File: config.mk
export PLATFORM = sky130hd
export DESIGN_NAME = button_round_ctrl
export DESIGN_NICKNAME = d
export VERILOG_FILES = /design/src/rtl/button_pkg.sv /design/src/rtl/seq_buf.sv /design/src/rtl/button_round_ctrl.sv
export SDC_FILE = /design/constraint.sdc
export NUM_CORES = 1
export LEC_CHECK = 0
export BUFFER_PORTS_ARGS = -buffer_cell sky130_fd_sc_hd__buf_2
export CAP_MARGIN = 10
export CORE_MARGIN = 5
export CORE_UTILIZATION = 40
export CTS_BUF_LIST = sky130_fd_sc_hd__clkbuf_8
export CTS_CLUSTER_SIZE = 10
export DETAILED_ROUTE_END_ITERATION = 6
export SLEW_MARGIN = 10
export SYNTH_ARGS = -nofsm -noshare
export SYNTH_HDL_FRONTEND = slang
export SYNTH_SLANG_ARGS = --single-unit
File: constraint.sdc
create_clock -name clk -period 2.3 [get_ports clk]
set_input_delay 0.46 -clock clk [delete_from_list [all_inputs] [get_ports clk]]
set_output_delay 0.46 -clock clk [all_outputs]
set_load 0.005 [all_outputs]
File: src/rtl/button_pkg.sv
// Shared definitions for the bomb-defuse button sequencer: button codes, game states, strike width.
package button_pkg;

   localparam logic [3:0] UP1 = 4'b0000;
   localparam logic [3:0] UP2 = 4'b0001;
   localparam logic [3:0] DN1 = 4'b0010;
   localparam logic [3:0] DN2 = 4'b0011;
   localparam logic [3:0] LT1 = 4'b0100;
   localparam logic [3:0] LT2 = 4'b0101;
   localparam logic [3:0] RT1 = 4'b0110;
   localparam logic [3:0] RT2 = 4'b0111;
   localparam logic [3:0] A1  = 4'b1000;
   localparam logic [3:0] A2  = 4'b1001;
   localparam logic [3:0] X1  = 4'b1010;
   localparam logic [3:0] X2  = 4'b1011;
   localparam logic [3:0] B1  = 4'b1100;
   localparam logic [3:0] B2  = 4'b1101;

   localparam int STRIKES_W = 2;

   typedef enum logic [2:0] {
      IDLE     = 3'd0,
      DRAW     = 3'd1,
      SHOW     = 3'd2,
      WAIT_IN  = 3'd3,
      DEFUSED  = 3'd4,
      EXPLODED = 3'd5
   } state_e;

endpackage

File: src/rtl/seq_buf.sv
// Sequence storage: SEQ_MAX x 4-bit register file, one write port, one combinational read port.
module seq_buf #(
   parameter int SEQ_MAX = 8,
   parameter int AW      = $clog2(SEQ_MAX)
) (
   input  logic          clk,
   input  logic          we,
   input  logic [AW-1:0] waddr,
   input  logic [3:0]    wdata,
   input  logic [AW-1:0] raddr,
   output logic [3:0]    rdata
);

   logic [3:0] mem_q [SEQ_MAX];

   // Contents are deliberately not reset; only entries below the current length are ever read.
   always_ff @(posedge clk) begin
      if (we) begin
         mem_q[waddr] <= wdata;
      end
   end

   assign rdata = mem_q[raddr];

endmodule

File: src/rtl/button_round_ctrl.sv
// Bomb-defuse game sequencer: grows a code sequence, replays it, checks presses, counts strikes.
// Optional BUTTON_NO_REPEAT_EN: resample a code equal to the previous one (4th sample always kept).
//   state    | meaning
//   IDLE     | no game since reset
//   DRAW     | append rand_code to the sequence
//   SHOW     | replay sequence, SHOW_CYCLES on + 1 gap cycle per code
//   WAIT_IN  | check player presses, timeout counter running
//   DEFUSED  | all SEQ_MAX rounds completed
//   EXPLODED | STRIKES_MAX strikes reached
module button_round_ctrl
   import button_pkg::*;
#(
   parameter int SEQ_MAX        = 8,
   parameter int SHOW_CYCLES    = 16,
   parameter int TIMEOUT_CYCLES = 64,
   parameter int STRIKES_MAX    = 3
) (
   input  logic                 clk,
   input  logic                 rst,
   input  logic                 start,
   input  logic [3:0]           rand_code,
   input  logic                 btn_valid,
   input  logic [3:0]           btn_code,
   output logic                 prompt_valid,
   output logic [3:0]           prompt_code,
   output logic [3:0]           round_len,
   output logic [STRIKES_W-1:0] strikes,
   output logic                 busy,
   output logic                 defused,
   output logic                 exploded
);

   localparam int TMAX = (SHOW_CYCLES > TIMEOUT_CYCLES) ? SHOW_CYCLES : TIMEOUT_CYCLES;
   localparam int TW   = $clog2(TMAX + 1);
   localparam int AW   = $clog2(SEQ_MAX);

   state_e               state_q, state_d;
   logic [3:0]           len_q, len_d;
   logic [3:0]           idx_q, idx_d;
   logic [TW-1:0]        timer_q, timer_d;
   logic [STRIKES_W-1:0] strikes_q, strikes_d, strikes_inc;
   logic                 buf_we;
   logic                 do_strike;
   logic                 draw_ok;
   logic [AW-1:0]        rd_addr;
   logic [3:0]           rd_data;

`ifdef BUTTON_NO_REPEAT_EN
   logic [1:0] tries_q, tries_d;

   // In DRAW the read port looks at the previous code to detect a repeat.
   assign rd_addr = (state_q == DRAW) ? AW'(len_q - 4'd1) : AW'(idx_q);
   assign draw_ok = (len_q == 4'd0) || (rand_code != rd_data) || (tries_q == 2'd3);

   always_ff @(posedge clk or negedge rst) begin
      if (!rst) begin
         tries_q <= 2'd0;
      end else begin
         tries_q <= tries_d;
      end
   end
`else
   assign rd_addr = AW'(idx_q);
   assign draw_ok = 1'b1;
`endif

   seq_buf #(
      .SEQ_MAX (SEQ_MAX),
      .AW      (AW)
   ) u_seq_buf (
      .clk   (clk),
      .we    (buf_we),
      .waddr (AW'(len_q)),
      .wdata (rand_code),
      .raddr (rd_addr),
      .rdata (rd_data)
   );

   always_ff @(posedge clk or negedge rst) begin
      if (!rst) begin
         state_q   <= IDLE;
         len_q     <= 4'd0;
         idx_q     <= 4'd0;
         timer_q   <= '0;
         strikes_q <= '0;
      end else begin
         state_q   <= state_d;
         len_q     <= len_d;
         idx_q     <= idx_d;
         timer_q   <= timer_d;
         strikes_q <= strikes_d;
      end
   end

   always_comb begin
      state_d     = state_q;
      len_d       = len_q;
      idx_d       = idx_q;
      timer_d     = timer_q;
      strikes_d   = strikes_q;
      strikes_inc = strikes_q + STRIKES_W'(1);
      buf_we      = 1'b0;
      do_strike   = 1'b0;
`ifdef BUTTON_NO_REPEAT_EN
      tries_d     = tries_q;
`endif
      case (state_q)
         IDLE, DEFUSED, EXPLODED: begin
            if (start) begin
               state_d   = DRAW;
               len_d     = 4'd0;
               strikes_d = '0;
            end
         end
         DRAW: begin
            if (draw_ok) begin
               buf_we  = 1'b1;
               len_d   = len_q + 4'd1;
               idx_d   = 4'd0;
               timer_d = '0;
               state_d = SHOW;
            end
`ifdef BUTTON_NO_REPEAT_EN
            tries_d = draw_ok ? 2'd0 : tries_q + 2'd1;
`endif
         end
         SHOW: begin
            // timer == SHOW_CYCLES is the blank gap separating consecutive prompts
            if (timer_q == TW'(SHOW_CYCLES)) begin
               timer_d = '0;
               if (idx_q == len_q - 4'd1) begin
                  idx_d   = 4'd0;
                  state_d = WAIT_IN;
               end else begin
                  idx_d = idx_q + 4'd1;
               end
            end else begin
               timer_d = timer_q + 1'b1;
            end
         end
         WAIT_IN: begin
            if (btn_valid) begin
               if (btn_code == rd_data) begin
                  if (idx_q == len_q - 4'd1) begin
                     state_d = (len_q == 4'(SEQ_MAX)) ? DEFUSED : DRAW;
                  end else begin
                     idx_d   = idx_q + 4'd1;
                     timer_d = '0;
                  end
               end else begin
                  do_strike = 1'b1;
               end
            end else if (timer_q == TW'(TIMEOUT_CYCLES - 1)) begin
               do_strike = 1'b1;
            end else begin
               timer_d = timer_q + 1'b1;
            end
         end
         default: state_d = IDLE;
      endcase

      if (do_strike) begin
         strikes_d = strikes_inc;
         idx_d     = 4'd0;
         timer_d   = '0;
         state_d   = (strikes_inc == STRIKES_W'(STRIKES_MAX)) ? EXPLODED : SHOW;
      end
   end

   assign prompt_valid = (state_q == SHOW) && (timer_q != TW'(SHOW_CYCLES));
   assign prompt_code  = prompt_valid ? rd_data : 4'd0;
   assign round_len    = len_q;
   assign strikes      = strikes_q;
   assign busy         = (state_q == DRAW) || (state_q == SHOW) || (state_q == WAIT_IN);
   assign defused      = (state_q == DEFUSED);
   assign exploded     = (state_q == EXPLODED);

endmodule

==> flow_summary_export.csv, run 1 <==
group,metric,value,unit
power_and_ir_drop,pwr-share-clk,0.130,
yosys,synthDistinctLibCells,46,
die,die_h,92.24,um
die,die_w,92.24,um
worst_setup_path,worstPathArrival,2.49,ns
worst_setup_path,cp_slowest_cell,"dfrtp_2",
worst_setup_path,r2r_start,"idx_q[0]",
drt,vias,1920,
yosys,synth_nets,244,
cts,cts_tree,"yes",
grt,antenna_found_initial,0,
yosys,yosysWarnings,0,
hold_path,min_path_type,"input pin to async pin",
worst_setup_path,path_cells,"buf_12, mux2i_1, a22o_1, nor3_2, nor4b_4, a41oi_4, buf_6, nor2_4, a221o_1",
grt,met3_usage,0.02871,
grt,track_usage,0.1373,
yosys,yosys-top-cells-area,"edfxtp_1, dfrtp_1, mux2i_1, nor2_1, ha_1",
run,cap_violations,0,
cts,cts_sinks,52,
worst_setup_path,worstReg2RegEnd,"timer_q[6]",
drt,drc,0,
place,routabilityCongestion,0.7785,
power_and_ir_drop,p_comb_frac,0.563,
power_and_ir_drop,p_total,4.078,mW
worst_setup_path,worst_r2r_path_depth,9,
worst_setup_path,worstPathMaxFanout,7,
grt,grt_busiest_layer,"met2",
final_layout,drive_above_1_share,0.3333,
final_layout,final_cell_area,3369,um^2
grt,grt_max_degree,21,
yosys,avgSynthCellArea,11.97,um^2
drt,wl_per_cell,15.48,um
timing,finalHoldViolCount,0,
final_layout,most-common-layout-cells,"edfxtp_1, buf_4, buf_2",
worst_setup_path,crit_required,2.50,ns
outcome,status,"completed",
cts,cts_buffers,5,
power_and_ir_drop,power_density,1210,nW/um^2
final_layout,fin_cells,368,
timing,finClkSkew,0.007683,ns
timing,tightest_slew,0.4976,ns
worst_setup_path,slowest_delay,0.45,ns
drt,viasPerCell,5.217,
grt,gr-total-overflow,0,
timing,min_period,2.289,ns
cts,path_clk_slew,0.10,ns
worst_setup_path,criticalPathCategory,"register to register",
final_layout,syn2layout_area_growth,24.56,%
grt,grt_pass1_wl,9.218,mm
cts,clockBufferDepth,2,
timing,period_share,0.9953,
timing,slew_viol_final,0,
worst_setup_path,cp_top_family,"compound AO/OA/AOI/OAI gates",
place,place_area,3062,um^2
die,core,6681,um^2
worst_setup_path,cp.depth,9,
power_and_ir_drop,internal_power,2.502,mW
power_and_ir_drop,swShare,0.3866,
yosys,synth_seq_cells,52,
timing,setup_tns,0,ns
power_and_ir_drop,vdd_drop_max,0.4072,mV
yosys,yosysTopAreaCell,"edfxtp_1",
final_layout,final_common_cell,"edfxtp_1",
power_and_ir_drop,seq_power_share,0.307,
yosys,synthFlopType,"edfxtp_1",
die,die_area,8507,um^2
worst_setup_path,crit_end,"timer_q[6]",
worst_setup_path,r2r_setup_slack,0.01,ns
drt,firstDrtPassIters,4,
timing,rsz0062_at_grt,"true",
yosys,synth-edff-count,32,
worst_setup_path,cp-end-kind,"register",
final_layout,fin_nets,305,
power_and_ir_drop,power.switching,1.577,mW
yosys,yosysSeqAreaShare,0.5402,
yosys,syn_inst,226,
grt,grt_util_met2,0.2153,
worst_setup_path,cp_num_buf_inv,2,
place,hpwl,4.127,mm
timing,fmax,436.9,MHz
worst_setup_path,cp-startpoint,"idx_q[0]",
final_layout,num_antenna_cells,0,
cts,cts-htree-levels,2,
yosys,syn_area,2705,um^2
timing,relSlewSlack,0.6670,
cts,clk_latency,0.30,ns
timing,holdWs,0.09532,ns
final_layout,fillerInstances,613,
cts,clock_tree.root_cell,"clkbuf_8",
die,start_util,0.4049,
die,num_rows,30,
drt,drtIter0Drc,147,
grt,grt_use_met1,0.1895,
grt,first_global_vias,1841,
place,dp_cells,347,
timing,setup_violations,0,
cts,hold_buffers,0,
place,port_buffers,25,
power_and_ir_drop,power_leakage,1.427,nW
drt,drt.antenna.violating_nets,0,
die,io_pins,26,
yosys,yosys.area.top_type_share,0.3552,
drt,wl,5.695,mm
yosys,async_flop_share,0.3846,
worst_setup_path,crit_path_start_kind,"register",
==> per-layer routing <==
layer / wire length, um / vias to the layer above
li1: - / 947
met1: 2727 / 933
met5: 0 / -
met3: 174 / 5
met2: 2720 / 35
met4: 72 / 0
==> flip-flops by register name, summed over array words and instances, names as in the netlist <==
signal / flops
u_seq_buf.mem_q: 32
state_q: 3
idx_q: 4
strikes: 2
timer_q: 7
round_len: 4
==> cell type report <==
type | instances | area [um^2] | share of cell area
multi-input combinational | 156 | 1211 | 0.3595
inverter | 9 | 33.78 | 0.01003
tap | 80 | 100.1 | 0.02971
clock inverter | 3 | 21.27 | 0.006313
clock buffer | 5 | 68.82 | 0.02042
sequential | 52 | 1464 | 0.4345
timing repair buffer | 63 | 470.5 | 0.1396
==> per-stage QoR <==
stage | util | setup slack (ns)
after floorplan | - | 0.05044
after global placement | 0.4582 | 0.006321
after detailed placement | 0.4582 | -0.03313
after CTS | 0.4758 | 0.002974
after global routing | 0.5043 | -0.08647
final | 0.5043 | 0.01090
==> worst reg2reg max path, stage by stage (launching register included) <==
cell,delay (ns)
dfrtp_2,0.45
buf_12,0.15
mux2i_1,0.12
a22o_1,0.26
nor3_2,0.25
nor4b_4,0.09
a41oi_4,0.35
buf_6,0.15
nor2_4,0.05
a221o_1,0.31
==> Yosys cell counts, types with 2 or more instances <==
cell,instances
nor2b_1,2
nand2b_1,4
o21ai_0,5
nor3_1,7
xor2_1,3
a221o_1,2
a22o_1,7
xnor2_1,6
ha_1,6
buf_6,2
edfxtp_1,32
dfrtp_1,20
nand2_1,20
nor4_4,2
clkbuf_1,5
mux2_2,4
and3_1,3
a211o_1,2
nand4_1,2
nand3_1,2
nand3b_1,3
nor2_1,21
o21ai_1,3
a22oi_1,6
inv_1,9
a21oi_1,6
nor3b_1,2
mux2i_1,21
and2_1,2
==> how the worst min path moves through the flow <==
stage / startpoint / end / slack, ns / cells after the start
after detailed placement: rst / timer_q[2] / 0.45 / 1
after CTS: rst / timer_q[2] / 0.10 / 1
after global placement: rst / timer_q[1] / 0.44 / 1
final: rst / timer_q[2] / 0.1 / 1
after floorplan: rst / idx_q[0] / 0.16 / 0
after global routing: rst / timer_q[2] / 0.12 / 1
==> what timing repair did <==
item,4_1_cts,5_1_grt
setup endpoints to repair,7,15
gates cloned,0,1
pin swaps,4,15
gates resized for setup,3,20
buffers inserted,2,11
==> cells by family after synthesis <==
| family | share of synthesized area |
|---|---|
| flip-flops | 0.5402 |
| adder cells (fa/ha/maj) | 0.02775 |
| XOR/XNOR | 0.02914 |
| multiplexers | 0.09436 |
| AO/OA/AOI/OAI | 0.1101 |
| AND/OR/NAND/NOR | 0.1605 |
| buffers and inverters | 0.03793 |
==> power by group through the flow <==
stage	combinational, mW	clock, mW	sequential, mW
after floorplan	1.33	0	1.28
after global placement	1.94	0	1.27
after detailed placement	1.97	0	1.28
after CTS	2.00	0.540	1.25
after global routing	2.51	0.582	1.27
final	2.30	0.529	1.25
Note: power is estimated with default switching activity, not from simulation.
==> run 2, diff against run 1 <==
CORE_ASPECT_RATIO = 1.5   (was default)
==> run 2 against run 1 <==
Effect of this change:
- the run now ends with setup timing left
- global-route usage grew 0.97 points
- flip-flop and latch count is the same
- first-iteration DRC count shrank 12%
- design area shrank 1.3%
==> flow_summary_export.csv, run 2 (synthesis gave the netlist of run 1 again) <==
group,metric,value,unit
timing,tightest_slew,0.4880,ns
drt,wl_per_cell,16.82,um
worst_setup_path,cp_slowest_cell,"dfrtp_2",
power_and_ir_drop,vdd_drop_max,0.6227,mV
die,start_util,0.4142,
grt,first_global_vias,1981,
final_layout,fillerInstances,577,
die,core,6531,um^2
final_layout,syn2layout_area_growth,22.99,%
worst_setup_path,criticalPathCategory,"register to register",
timing,finClkSkew,0.007257,ns
cts,cts_tree,"yes",
die,num_rows,36,
place,routabilityCongestion,0.7810,
timing,min_period,2.341,ns
drt,vias,1898,
timing,relSlewSlack,0.6735,
cts,cts_sinks,52,
outcome,violations,"setup timing",
grt,grt_pass1_wl,10.05,mm
timing,holdWs,0.1039,ns
worst_setup_path,crit_path_start_kind,"register",
drt,wl,6.020,mm
place,place_area,3042,um^2
cts,clk_latency,0.30,ns
timing,fin_ws,-0.04079,ns
cts,clock_tree.root_cell,"clkbuf_8",
drt,firstDrtPassIters,4,
die,die_h,110.7,um
final_layout,largest_register_ffs,32,
final_layout,most-common-layout-cells,"edfxtp_1, buf_4, buf_2",
worst_setup_path,slowest_delay,0.48,ns
worst_setup_path,cp_top_family,"compound AO/OA/AOI/OAI gates",
timing,period_share,1.018,
worst_setup_path,path_cells,"buf_12, mux2i_1, a22o_1, nor3_2, nor4b_4, a41oi_4, a21oi_2, buf_6, a221o_1",
die,die_area,8541,um^2
timing,setup_violations,3,
power_and_ir_drop,internal_power,2.634,mW
grt,antenna_found_initial,0,
die,die_w,77.15,um
timing,finalHoldViolCount,0,
drt,drc,0,
final_layout,top_register,"u_seq_buf.mem_q",
cts,cts_buffers,5,
power_and_ir_drop,p_total,4.160,mW
power_and_ir_drop,power_density,1251,nW/um^2
power_and_ir_drop,pwr-share-clk,0.175,
hold_path,min_path_type,"input pin to async pin",
final_layout,drive_above_1_share,0.3121,
worst_setup_path,cp-end-kind,"register",
timing,slew_viol_final,0,
cts,hold_buffers,0,
cts,clockBufferDepth,2,
worst_setup_path,crit_required,2.49,ns
grt,gr-total-overflow,0,
final_layout,final_cell_area,3327,um^2
cts,cts-htree-levels,2,
power_and_ir_drop,p_comb_frac,0.516,
worst_setup_path,worstPathMaxFanout,8,
grt,track_usage,0.1470,
run,cap_violations,0,
cts,path_clk_slew,0.09,ns
outcome,status,"complete, but fails checks",
timing,fmax,427.2,MHz
place,dpl_worst_slack,-0.1485,ns
power_and_ir_drop,swShare,0.3669,
power_and_ir_drop,power.switching,1.526,mW
final_layout,fin_nets,299,
grt,grt_max_degree,21,
die,io_pins,26,
worst_setup_path,worstPathArrival,2.53,ns
drt,drt.antenna.violating_nets,0,
timing,rsz0062_at_grt,"true",
drt,drtIter0Drc,129,
place,port_buffers,25,
power_and_ir_drop,power_leakage,1.399,nW
final_layout,final_common_cell,"edfxtp_1",
power_and_ir_drop,seq_power_share,0.309,
final_layout,top_regs,"u_seq_buf.mem_q x32, timer_q x7",
worst_setup_path,cp_num_buf_inv,2,
place,hpwl,4.519,mm
drt,viasPerCell,5.302,
final_layout,num_antenna_cells,0,
==> run 2: worst register-to-register path: cells and delay by family, from the launching register on <==
| kind | cells | cell delay (ns) |
|---|---|---|
| mux | 1 | 0.12 |
| simple gates | 2 | 0.31 |
| compound gates | 4 | 0.98 |
| flops | 1 | 0.48 |
| buf+inv | 2 | 0.32 |
==> run 2: repair_timing <==
| action | 4_1_cts | 5_1_grt |
|---|---|---|
| gates resized for setup | 6 | 12 |
| setup buffers | 2 | 6 |
| setup endpoints to repair | 10 | 20 |
| pin swaps | 6 | 7 |
| gates cloned | 1 | 0 |
==> run 2: path summary, 6_finish.rpt <==
| path | slack (ns) | startpoint | cells after the start | end |
|---|---|---|---|---|
| worst max-delay path | -0.04 | idx_q[0] | 9 | timer_q[3] |
| worst min-delay path | 0.10 | rst | 1 | timer_q[4] |
| worst max register to register | -0.04 | idx_q[0] | 9 | timer_q[3] |
| worst min register to register | 0.52 | strikes[0] | 1 | strikes[0] |
| max in group asynchronous | 1.84 | rst | 1 | round_len[1] |
| min in group clk | 0.44 | rand_code[2] | 1 | u_seq_buf.mem_q[5][2] |
==> run 2: through the flow <==
step,util,TNS (ns),std cells
6_report,0.5094,-0.08087,358
3_5_place_dp,0.4657,-0.8130,341
2_1_floorplan,-,0,226
3_3_place_gp,0.4657,-0.1918,341
5_1_grt,0.5094,-1.232,358
4_1_cts,0.4964,-0.06485,352
==> run 2: area by class of cell <==
type / instances / area [um^2] / area share
Clock buffer: 5 / 68.82 / 0.02068
Clock inverter: 3 / 63.81 / 0.01918
Inverter: 9 / 33.78 / 0.01015
Multi-Input combinational cell: 156 / 1187 / 0.3569
Sequential cell: 52 / 1465 / 0.4404
Tap cell: 76 / 95.09 / 0.02858
Timing Repair Buffer: 57 / 412.9 / 0.1241
==> run 2: layer usage <==
metal  vias to the layer above  routed length [um]  global-route usage
met4                         0                  93             0.04587
met2                        33                3424              0.2762
met3                         8                 159             0.02846
met5                         -                   0                   0
li1                        944                   -                   -
met1                       913                2343              0.1616
==> run 2: power groups by stage <==
| stage | Clock (mW) | Combinational [mW] | Sequential (mW) |
|---|---|---|---|
| after global routing | 0.791 | 2.35 | 1.31 |
| after global placement | 0 | 1.95 | 1.28 |
| after floorplan | 0 | 1.33 | 1.28 |
| after CTS | 0.751 | 2.09 | 1.28 |
| final | 0.728 | 2.15 | 1.29 |
| after detailed placement | 0 | 1.97 | 1.29 |
